===== config.mk =====
export PLATFORM = sky130hd
export DESIGN_NAME = adder_selftest
export DESIGN_NICKNAME = d
export VERILOG_FILES = /design/src/rtl/adder_selftest_pkg.sv /design/src/rtl/adder_selftest_led_blinker.sv /design/src/rtl/adder_selftest.sv
export SDC_FILE = /design/constraint.sdc
export NUM_CORES = 1
export LEC_CHECK = 0
export ABC_AREA = 1
export CAP_MARGIN = 0
export CELL_PAD_IN_SITES_DETAIL_PLACEMENT = 0
export CELL_PAD_IN_SITES_GLOBAL_PLACEMENT = 2
export CORE_MARGIN = 2
export CORE_UTILIZATION = 38
export DETAILED_ROUTE_END_ITERATION = 12
export DONT_BUFFER_PORTS = 1
export PLACE_DENSITY = 0.86
export SETUP_SLACK_MARGIN = 0.05
export SLEW_MARGIN = 15
export SYNTH_ARGS = -nofsm -noshare
export SYNTH_HDL_FRONTEND = slang
export SYNTH_SLANG_ARGS = --single-unit

===== constraint.sdc =====
create_clock -name clk -period 6.05 [get_ports clk]
set_input_delay 1.21 -clock clk [delete_from_list [all_inputs] [get_ports clk]]
set_output_delay 1.21 -clock clk [all_outputs]
set_load 0.05 [all_outputs]

===== src/rtl/adder_selftest_pkg.sv =====
// adder_selftest_pkg: shared FSM state, LED modes, corner-vector table and LFSR tap table
package adder_selftest_pkg;
  typedef enum logic [2:0] {IDLE, RUN, DRAIN, PASS, FAIL} state_t;
  typedef enum logic [1:0] {LED_OFF, LED_ON, LED_BLINK} led_mode_t;
  typedef enum logic [1:0] {OP_ZERO, OP_ONE, OP_ONES} corner_op_t;
  localparam int CORNER_N = 3;
  localparam corner_op_t CORNER_A [CORNER_N] = '{OP_ZERO, OP_ONES, OP_ONES};
  localparam corner_op_t CORNER_B [CORNER_N] = '{OP_ZERO, OP_ONE, OP_ONES};
  function automatic logic [63:0] lfsr_taps(input int w);
    case (w)
      2:       return 64'h3;
      3:       return 64'h6;
      4:       return 64'hC;
      5:       return 64'h14;
      6:       return 64'h30;
      7:       return 64'h60;
      8:       return 64'hB8;
      16:      return 64'hB400;
      24:      return 64'hE10000;
      32:      return 64'h8020_0003;
      64:      return 64'hD800_0000_0000_0000;
      default: return (64'h1 << (w - 1)) | 64'h1;
    endcase
  endfunction
endpackage


===== src/rtl/adder_selftest_led_blinker.sv =====
// adder_selftest_led_blinker: status LED driver; ports clk, reset, mode (off/on/blink), led
module adder_selftest_led_blinker
  import adder_selftest_pkg::*;
#(
  parameter int BLINK_DIV = 12000000,
  localparam int CNT_W = BLINK_DIV > 1 ? $clog2(BLINK_DIV) : 1
) (
  input  logic      clk,
  input  logic      reset,
  input  led_mode_t mode,
  output logic      led
);
  logic [CNT_W-1:0] cnt;
  logic             phase;
  always_ff @(posedge clk) begin
    if (reset || mode != LED_BLINK) begin
      cnt   <= '0;
      phase <= 1'b1;
    end else if (cnt == CNT_W'(BLINK_DIV - 1)) begin
      cnt   <= '0;
      phase <= ~phase;
    end else begin
      cnt <= cnt + CNT_W'(1);
    end
  end
  assign led = mode == LED_ON || (mode == LED_BLINK && phase);
endmodule


===== src/rtl/adder_selftest.sv =====
// adder_selftest: adder self-test harness; in clk/reset/start/dut_sum, out dut_a/dut_b/done/pass/err_count/first_fail_idx/led
module adder_selftest
  import adder_selftest_pkg::*;
#(
  parameter int          DATA_W      = 32,
  parameter int          NUM_VECTORS = 256,
  parameter int          DUT_LATENCY = 0,
  parameter logic [31:0] LFSR_SEED   = 32'hACE1,
  parameter int          BLINK_DIV   = 12000000,
  localparam int ERR_W = $clog2(NUM_VECTORS + 1),
  localparam int IDX_W = $clog2(NUM_VECTORS)
) (
  input  logic              clk,
  input  logic              reset,
  input  logic              start,
  output logic [DATA_W-1:0] dut_a,
  output logic [DATA_W-1:0] dut_b,
  input  logic [DATA_W-1:0] dut_sum,
  output logic              done,
  output logic              pass,
  output logic [ERR_W-1:0]  err_count,
  output logic [IDX_W-1:0]  first_fail_idx,
  output logic              led
);
  localparam int DR_W = DUT_LATENCY > 1 ? $clog2(DUT_LATENCY) : 1;
  localparam logic [DATA_W-1:0] SEED_LO = DATA_W'(LFSR_SEED);
  localparam logic [DATA_W-1:0] SEED_A = SEED_LO == '0 ? DATA_W'(1) : SEED_LO;
  localparam logic [DATA_W-1:0] SEED_B = ~SEED_LO == '0 ? DATA_W'(1) : ~SEED_LO;
  localparam logic [63:0] TAPS_ALL = lfsr_taps(DATA_W);
  localparam logic [DATA_W-1:0] TAPS = TAPS_ALL[DATA_W-1:0];
  function automatic logic [DATA_W-1:0] step(input logic [DATA_W-1:0] s);
    return (s >> 1) ^ (s[0] ? TAPS : '0);
  endfunction
  function automatic logic [DATA_W-1:0] corner(input corner_op_t op);
    return op == OP_ZERO ? '0 : op == OP_ONE ? DATA_W'(1) : '1;
  endfunction
  state_t            state, result;
  led_mode_t         mode;
  logic [IDX_W-1:0]  idx, nidx, chk_i;
  logic [DATA_W-1:0] lfsr_a, lfsr_b, exp_now, chk_e;
  logic [ERR_W-1:0]  err_next;
  logic [DR_W-1:0]   drain_cnt;
  logic              chk_v, mismatch, idx_last, drain_last;
  assign exp_now = dut_a + dut_b;
  generate
    if (DUT_LATENCY == 0) begin : g_comb
      assign chk_v = state == RUN;
      assign chk_e = exp_now;
      assign chk_i = idx;
    end else begin : g_pipe
      // Expectation, index and valid travel alongside the DUT pipeline
      logic [DUT_LATENCY-1:0] v;
      logic [DATA_W-1:0]      e  [DUT_LATENCY];
      logic [IDX_W-1:0]       ix [DUT_LATENCY];
      always_ff @(posedge clk) begin
        v[0]  <= reset ? 1'b0 : state == RUN;
        e[0]  <= exp_now;
        ix[0] <= idx;
        for (int k = 1; k < DUT_LATENCY; k++) begin
          v[k]  <= reset ? 1'b0 : v[k-1];
          e[k]  <= e[k-1];
          ix[k] <= ix[k-1];
        end
      end
      assign chk_v = v[DUT_LATENCY-1];
      assign chk_e = e[DUT_LATENCY-1];
      assign chk_i = ix[DUT_LATENCY-1];
    end
  endgenerate
  assign mismatch   = chk_v && dut_sum != chk_e;
  assign err_next   = err_count + ERR_W'(mismatch);
  // The final comparison lands in the last RUN/DRAIN cycle, so the verdict uses err_next
  assign result     = err_next != '0 ? FAIL : PASS;
  assign nidx       = idx + IDX_W'(1);
  assign idx_last   = idx == IDX_W'(NUM_VECTORS - 1);
  assign drain_last = drain_cnt == DR_W'(DUT_LATENCY > 0 ? DUT_LATENCY - 1 : 0);
  always_ff @(posedge clk) begin
    if (reset) begin
      state          <= IDLE;
      idx            <= '0;
      dut_a          <= '0;
      dut_b          <= '0;
      err_count      <= '0;
      first_fail_idx <= '0;
      lfsr_a         <= SEED_A;
      lfsr_b         <= SEED_B;
      drain_cnt      <= '0;
    end else begin
      if (mismatch) begin
        err_count <= err_next;
        if (err_count == '0) first_fail_idx <= chk_i;
      end
      case (state)
        RUN: begin
          if (idx_last) begin
            state     <= DUT_LATENCY == 0 ? result : DRAIN;
            drain_cnt <= '0;
          end else begin
            idx <= nidx;
            if (nidx < IDX_W'(CORNER_N)) begin
              dut_a <= corner(CORNER_A[nidx[1:0]]);
              dut_b <= corner(CORNER_B[nidx[1:0]]);
            end else begin
              dut_a  <= lfsr_a;
              dut_b  <= lfsr_b;
              lfsr_a <= step(lfsr_a);
              lfsr_b <= step(lfsr_b);
            end
          end
        end
        DRAIN: begin
          if (drain_last) state <= result;
          else drain_cnt <= drain_cnt + DR_W'(1);
        end
        default: begin
          if (start) begin
            state          <= RUN;
            idx            <= '0;
            dut_a          <= corner(CORNER_A[0]);
            dut_b          <= corner(CORNER_B[0]);
            err_count      <= '0;
            first_fail_idx <= '0;
            lfsr_a         <= SEED_A;
            lfsr_b         <= SEED_B;
          end
        end
      endcase
    end
  end
  assign done = state == PASS || state == FAIL;
  assign pass = state == PASS;
  assign mode = state == PASS ? LED_ON : state == FAIL ? LED_BLINK : LED_OFF;
  adder_selftest_led_blinker #(.BLINK_DIV(BLINK_DIV)) u_led (
    .clk  (clk),
    .reset(reset),
    .mode (mode),
    .led  (led)
  );
endmodule


Word level (Yosys, flattened, before mapping) --
Cells that the tools add are included.
Word-level totals: register bits 182, latch bits 0, memory bits (writable) 0, ROM bits 0, input bits 35, output and inout bits 84, logic and storage cells 104, memories kept 0
Cells by class: add/subtract/negate cells 5, $mul 0, div/mod/pow operators 0, $lt $le $gt $ge 2, equal/unequal tests 16, shifts and indexed selects 0, multiplexer cells 47, bitwise operators 5, reductions and logical operators 18
Operators with widths (count):
- 32-bit two-way mux | 17
- 32-bit case mux with 2 select lines | 4
- 31-bit by 32-bit XOR with 32-bit output | 2
- 8-bit two-way mux | 6
- 32-bit adder | 1
- 32-bit inequality test | 1
- 9-bit two-way mux | 3
- 24-bit by 1-bit adder with 24-bit output (second input constant) | 1
- 24-bit == test (second input constant) | 1
- 8-bit case mux with 2 select lines | 1
- 2-bit two-way mux | 6
- 3-bit two-way mux | 4
- 9-bit by 1-bit adder with 9-bit output | 1
- 9-bit zero test | 1
- 9-bit nonzero test | 1
- 8-bit by 1-bit adder with 8-bit output (second input constant) | 1
- 2-bit binary-select mux with 2-bit select | 2
- 8-bit == test (second input constant) | 1
- 8-bit by 2-bit < comparator with 1-bit output (second input constant) | 1
- 2-bit inequality test (second input constant) | 4
- 2-bit by 1-bit == test with 1-bit output (second input constant) | 3
- 3-bit by 2-bit == test with 1-bit output (second input constant) | 2
- 3-bit case mux with 2 select lines | 1
- 3-bit AND reduction | 2
- other kinds (18) | 26

Depth between registers and ports, before layout --
depth in word-level cells 11, depth in mapped cells 32, mapped depth without buffers 32

Modules after synthesis --
From an unflattened synthesis, not the netlist that was laid out.
Unflattened totals: cells, all modules 1633, area total of the unflattened synthesis 10572.6 µm²
By module, submodules not included:
- adder_selftest | times used 1, cells an instance 1433, area each 9250.1 µm², sequential area each 3123.0 µm²
- adder_selftest_led_blinker | times used 1, cells an instance 200, area each 1322.5 µm², sequential area each 500.5 µm²

Worst setup path after synthesis --
OpenSTA, ideal clock, no wires.
kind reg2reg, start reg dut_a[0], end reg state[0], setup time 0.070 ns, arrival 3.949 ns, required time 5.980 ns, path slack 2.030 ns, stages on the path, launching flop included 30, buffers on the path 0, clock period less this slack 4.020 ns, cells stage by stage dfxtp_1 > ha_1 > fa_1 > nand2_1 > nand2_1 > nand3_1 > nand2_2 > nand2_1 > nand2_1 > nand2_1 > nand2_1 > nand2_1 > nand2_1 > nor2_1 > nand2_1 > nor3_4 > nand3_4 > nand2_4 > inv_2 > ha_1 > ha_1 > xor2_1 > nor3_1 > nand3_1 > nor3_1 > nor3b_1 > inv_1 > nand2_1 > nand2_1 > a21oi_1
On the way: word-level cells in the longest chain between the ends 8, elaborated cells on any way between the ends 9, classes of those cells add/sub: 2; eq/ne: 1; mux: 4; reduce/logical: 2
RTL lines:
- from (decl) | line adder_selftest.sv:16 | output logic [DATA_W-1:0] dut_a,
- from (signal assigned) | line adder_selftest.sv:101 | dut_a <= corner(CORNER_A[nidx[1:0]]);
- from (signal assigned) | line adder_selftest.sv:104 | dut_a <= lfsr_a;
- from (signal assigned) | line adder_selftest.sv:119 | dut_a <= corner(CORNER_A[0]);
- 32-bit adder * | line adder_selftest.sv:44 | assign exp_now = dut_a + dut_b;
- 32-bit inequality test * | line adder_selftest.sv:70 | assign mismatch = chk_v && dut_sum != chk_e;
- 1-bit logical AND * | line adder_selftest.sv:70
- 9-bit by 1-bit adder with 9-bit output * | line adder_selftest.sv:71 | assign err_next = err_count + ERR_W'(mismatch);
- 9-bit nonzero test * | line adder_selftest.sv:73 | assign result = err_next != '0 ? FAIL : PASS;
- 3-bit two-way mux * | line adder_selftest.sv:73
- 3-bit two-way mux (on tied branches) | line adder_selftest.sv:112, adder_selftest.sv:95
- 3-bit case mux with 2 select lines * | line adder_selftest.sv:93 | case (state)
- to (signal assigned) | line adder_selftest.sv:96 | state <= DUT_LATENCY == 0 ? result : DRAIN;
- to (signal assigned) | line adder_selftest.sv:112 | if (drain_last) state <= result;
- to (decl) | line adder_selftest.sv:37 | state_t state, result;
Mark *: on every way between the ends. The rest lies on a longest branch, timed or not. The select of a mux whose other input is x is not followed. A chain may end at the register's enable or synchronous reset.

Final worst setup path --
Same ends and word-level chain as after synthesis.

==> flow_metrics.env <==
export IMPL_grt_pass1_vias=9014
export IMPL_grt_pass1_wl_um=49000
export IMPL_vias=9506
export IMPL_status="completed"
export IMPL_comb_power_share=0.410
export IMPL_routabilityCongestion=0.897
export IMPL_areaGrowthSynthToFinish_pct=8.68
export IMPL_drive_above_1_share=0.0610
export IMPL_cts_buffers=17
export IMPL_synthMuxAreaShare=0.000970
export IMPL_ys_async_sr_fraction=0
export IMPL_timing_rr_end="state[0]$_SDFFE_PP0P_"
export IMPL_dieArea_mm2=0.0285
export IMPL_switching_share=0.505
export IMPL_worstSetupPathType="reg -> reg"
export IMPL_p_sw_uw=2840
export IMPL_drv_cap=0
export IMPL_crit_path_frequent_cell="nand2_1"
export IMPL_drv_slew=0
export IMPL_mappedNetlistArea_mm2=0.0103
export IMPL_start_util=0.385
export IMPL_rows=60
export IMPL_cts_path_max_buffers=2
export IMPL_synth_seq_cells=181
export IMPL_ctsResizeCount=0
export IMPL_cts_setup_buffers=0
export IMPL_rr_startpoint="dut_a[0]$_SDFFE_PP0P_"
export IMPL_grt_max_degree=62
export IMPL_layout_commonest_cell="nand2_1"
export IMPL_synth_adder_area_share=0.0468
export IMPL_final_cell_mix="447 x nand2_1, 220 x inv_1, 181 x dfxtp_1"
export IMPL_cts_tree="yes"
export IMPL_ant_nets=0
export IMPL_drt_initial_drc_count=544
export IMPL_core_mm2=0.0268
export IMPL_antenna_found_initial=0
export IMPL_intPower_uw=2780
export IMPL_ys_warn_count=0
export IMPL_synth_top_family_by_area="simple AND/OR/NAND/NOR gates"
export IMPL_cp_top_family="simple AND/OR/NAND/NOR gates"
export IMPL_hold_buffers=0
export IMPL_place_area_mm2=0.0107
export IMPL_cpMaxStageDelayCell="dfxtp_1"
export IMPL_holdPathEnd="u_led.cnt[21]$_SDFF_PP0_"
export IMPL_clkTransAtPathRegs_ps=70
export IMPL_synth_ff_type="dfxtp_1"
export IMPL_clkLatencyLatePin_ps=440
export IMPL_rr_worst_depth=28
export IMPL_fin_crit_ps=4960
export IMPL_setup_viol=0
export IMPL_place_hpwl_um=23400
export IMPL_clockPowerShare=0.189
export IMPL_synth_net_count=1666
export IMPL_cts_root_buf="clkbuf_16"
export IMPL_hold_class="reg -> reg"
export IMPL_synth_cells=1593
export IMPL_grt_overflow=0
export IMPL_drc=0
export IMPL_crit_path_start_kind="flip-flop"
export IMPL_max_freq_mhz=202
export IMPL_hp_start="u_led.cnt[21]$_SDFF_PP0_"
export IMPL_path_max_fanout=15
export IMPL_wire_per_inst_um=15.6
export IMPL_slowest_delay_ps=710
export IMPL_clock_sinks=181
export IMPL_holdWs_ps=449
export IMPL_final_hold_viol_count=0
export IMPL_stdcell_area_mm2=0.0112
export IMPL_rsz0062_at_grt="false"
export IMPL_leakage_uw=0.00521
export IMPL_vias_per_cell=4.92
export IMPL_drtPass1Iterations=5
export IMPL_synth_compound_area_frac=0.129
export IMPL_fp_dieH_um=169
export IMPL_finalCritPeriodShare=0.820
export IMPL_whs_path_depth=2
export IMPL_path_buf_inv=2
export IMPL_tightest_slew_ps=1000
export IMPL_drt_wl_total_um=30200
export IMPL_avgSynthCellArea_um2=6.48
export IMPL_synthSimpleGateAreaFrac=0.331
export IMPL_cp_arrival_ps=5320
export IMPL_synth_xor_area_frac=0.0368
export IMPL_nets=1651
export IMPL_worst_slew_margin_rel=0.330
export IMPL_insertedDiodeCount=0
export IMPL_h_tree_depth=4
export IMPL_synth_cell_types=48
export IMPL_r2r_slack_ps=1090
export IMPL_yosysSeqAreaShare=0.351
export IMPL_power_density_mw_per_mm2=502
export IMPL_worst_ep_required_time_ps=6410
export IMPL_track_usage=0.216
export IMPL_die_w_um=169
export IMPL_tns_ps=0
export IMPL_synth_edf_count=0
export IMPL_fin_worst_skew_ps=14.6
export IMPL_io_pins=119
export IMPL_worstSetupEndpointType="flip-flop"
export IMPL_seq_power_share=0.400
export IMPL_ir_drop_mv=0.323
export IMPL_io_buffers=0
synthesized netlist by cell type, types with 15 or more instances:
cell      count  area [um^2]
a21oi_1     130          651
dfxtp_1     181         3620
nand2_1     447         1680
o21ai_0      83          415
ha_1         37          463
nand3_1      88          440
nor3_1       15         75.1
nor2_1      177          664
clkbuf_1     36          135
xnor2_1      15          131
inv_1       220          826
xor2_1       23          201
state kept, by name (all words and copies together), names as in the netlist:
register and cells:
u_led.cnt 24, state 3, lfsr_b 32, first_fail_idx 8, lfsr_a 32, u_led.phase 1
chk_i 8, dut_a 32, dut_b 32, err_count 9
power by group through the flow:
| stage | Sequential (uW) | Clock, uW | Combinational (uW) |
|---|---|---|---|
| detailed placement | 2280 | 0 | 2310 |
| finish | 2250 | 1070 | 2310 |
| CTS | 2250 | 1090 | 2330 |
| global placement | 2280 | 0 | 2310 |
| floorplan | 2260 | 0 | 1720 |
| global route | 2290 | 1130 | 2660 |
worst max path at each step:
stage | from | to | slack [ps] | cells after the start
after floorplan | dut_a[0]$_SDFFE_PP0P_ | state[0]$_SDFFE_PP0P_ | 2030 | 29
after global placement | dut_a[0]$_SDFFE_PP0P_ | state[0]$_SDFFE_PP0P_ | 1210 | 28
after detailed placement | dut_a[0]$_SDFFE_PP0P_ | state[0]$_SDFFE_PP0P_ | 1130 | 28
after CTS | dut_a[0]$_SDFFE_PP0P_ | state[0]$_SDFFE_PP0P_ | 1080 | 28
after global routing | dut_a[0]$_SDFFE_PP0P_ | state[0]$_SDFFE_PP0P_ | 620 | 28
final | dut_a[0]$_SDFFE_PP0P_ | state[0]$_SDFFE_PP0P_ | 1090 | 28
worst reg2reg max path: cells and delay by family (launching register included):
kind	cells	cell delay, ps
AND/OR/NAND/NOR	20	2570
adder cells (fa/ha/maj)	4	1090
buffers and inverters	2	210
AO/OA/AOI/OAI	1	110
XOR/XNOR	1	170
flip-flops	1	710
metal layers:
metal	up-vias	wire, um	track usage	part of all wire
li1	5019	-	-	-
met2	177	14000	0.357	0.46
met5	-	0	0	0
met4	0	519	0.0532	0.017
met3	31	1180	0.0327	0.039
met1	4279	14500	0.296	0.48
through the flow:
stage / utilization / setup WS, ps / instances / total power, uW
floorplan: - / 2030 / 1593 / 3980
global placement: 0.398 / 1210 / 1900 / 4590
detailed placement: 0.398 / 1130 / 1900 / 4590
CTS: 0.419 / 1080 / 1931 / 5670
global route: 0.419 / 623 / 1931 / 6080
finish: 0.419 / 1090 / 1931 / 5630
cells by family (layout without fill, tap and decap cells):
group,Yosys count,after routing
simple gates,802,802
buf+inv,279,276
compound gates,252,252
flops,181,181
xor+xnor,40,40
fa+ha+maj,38,38
mux,1,1
cell type report:
cell class	count	area, um^2
well taps	341	427
repair buffers	17	128
multi-input cells	1133	5620
fillers	2901	15600
clock inverters	14	138
clock buffers	17	425
flip-flops and latches	181	3620
inverters	228	856
Note: power is estimated with default switching activity, not from simulation.
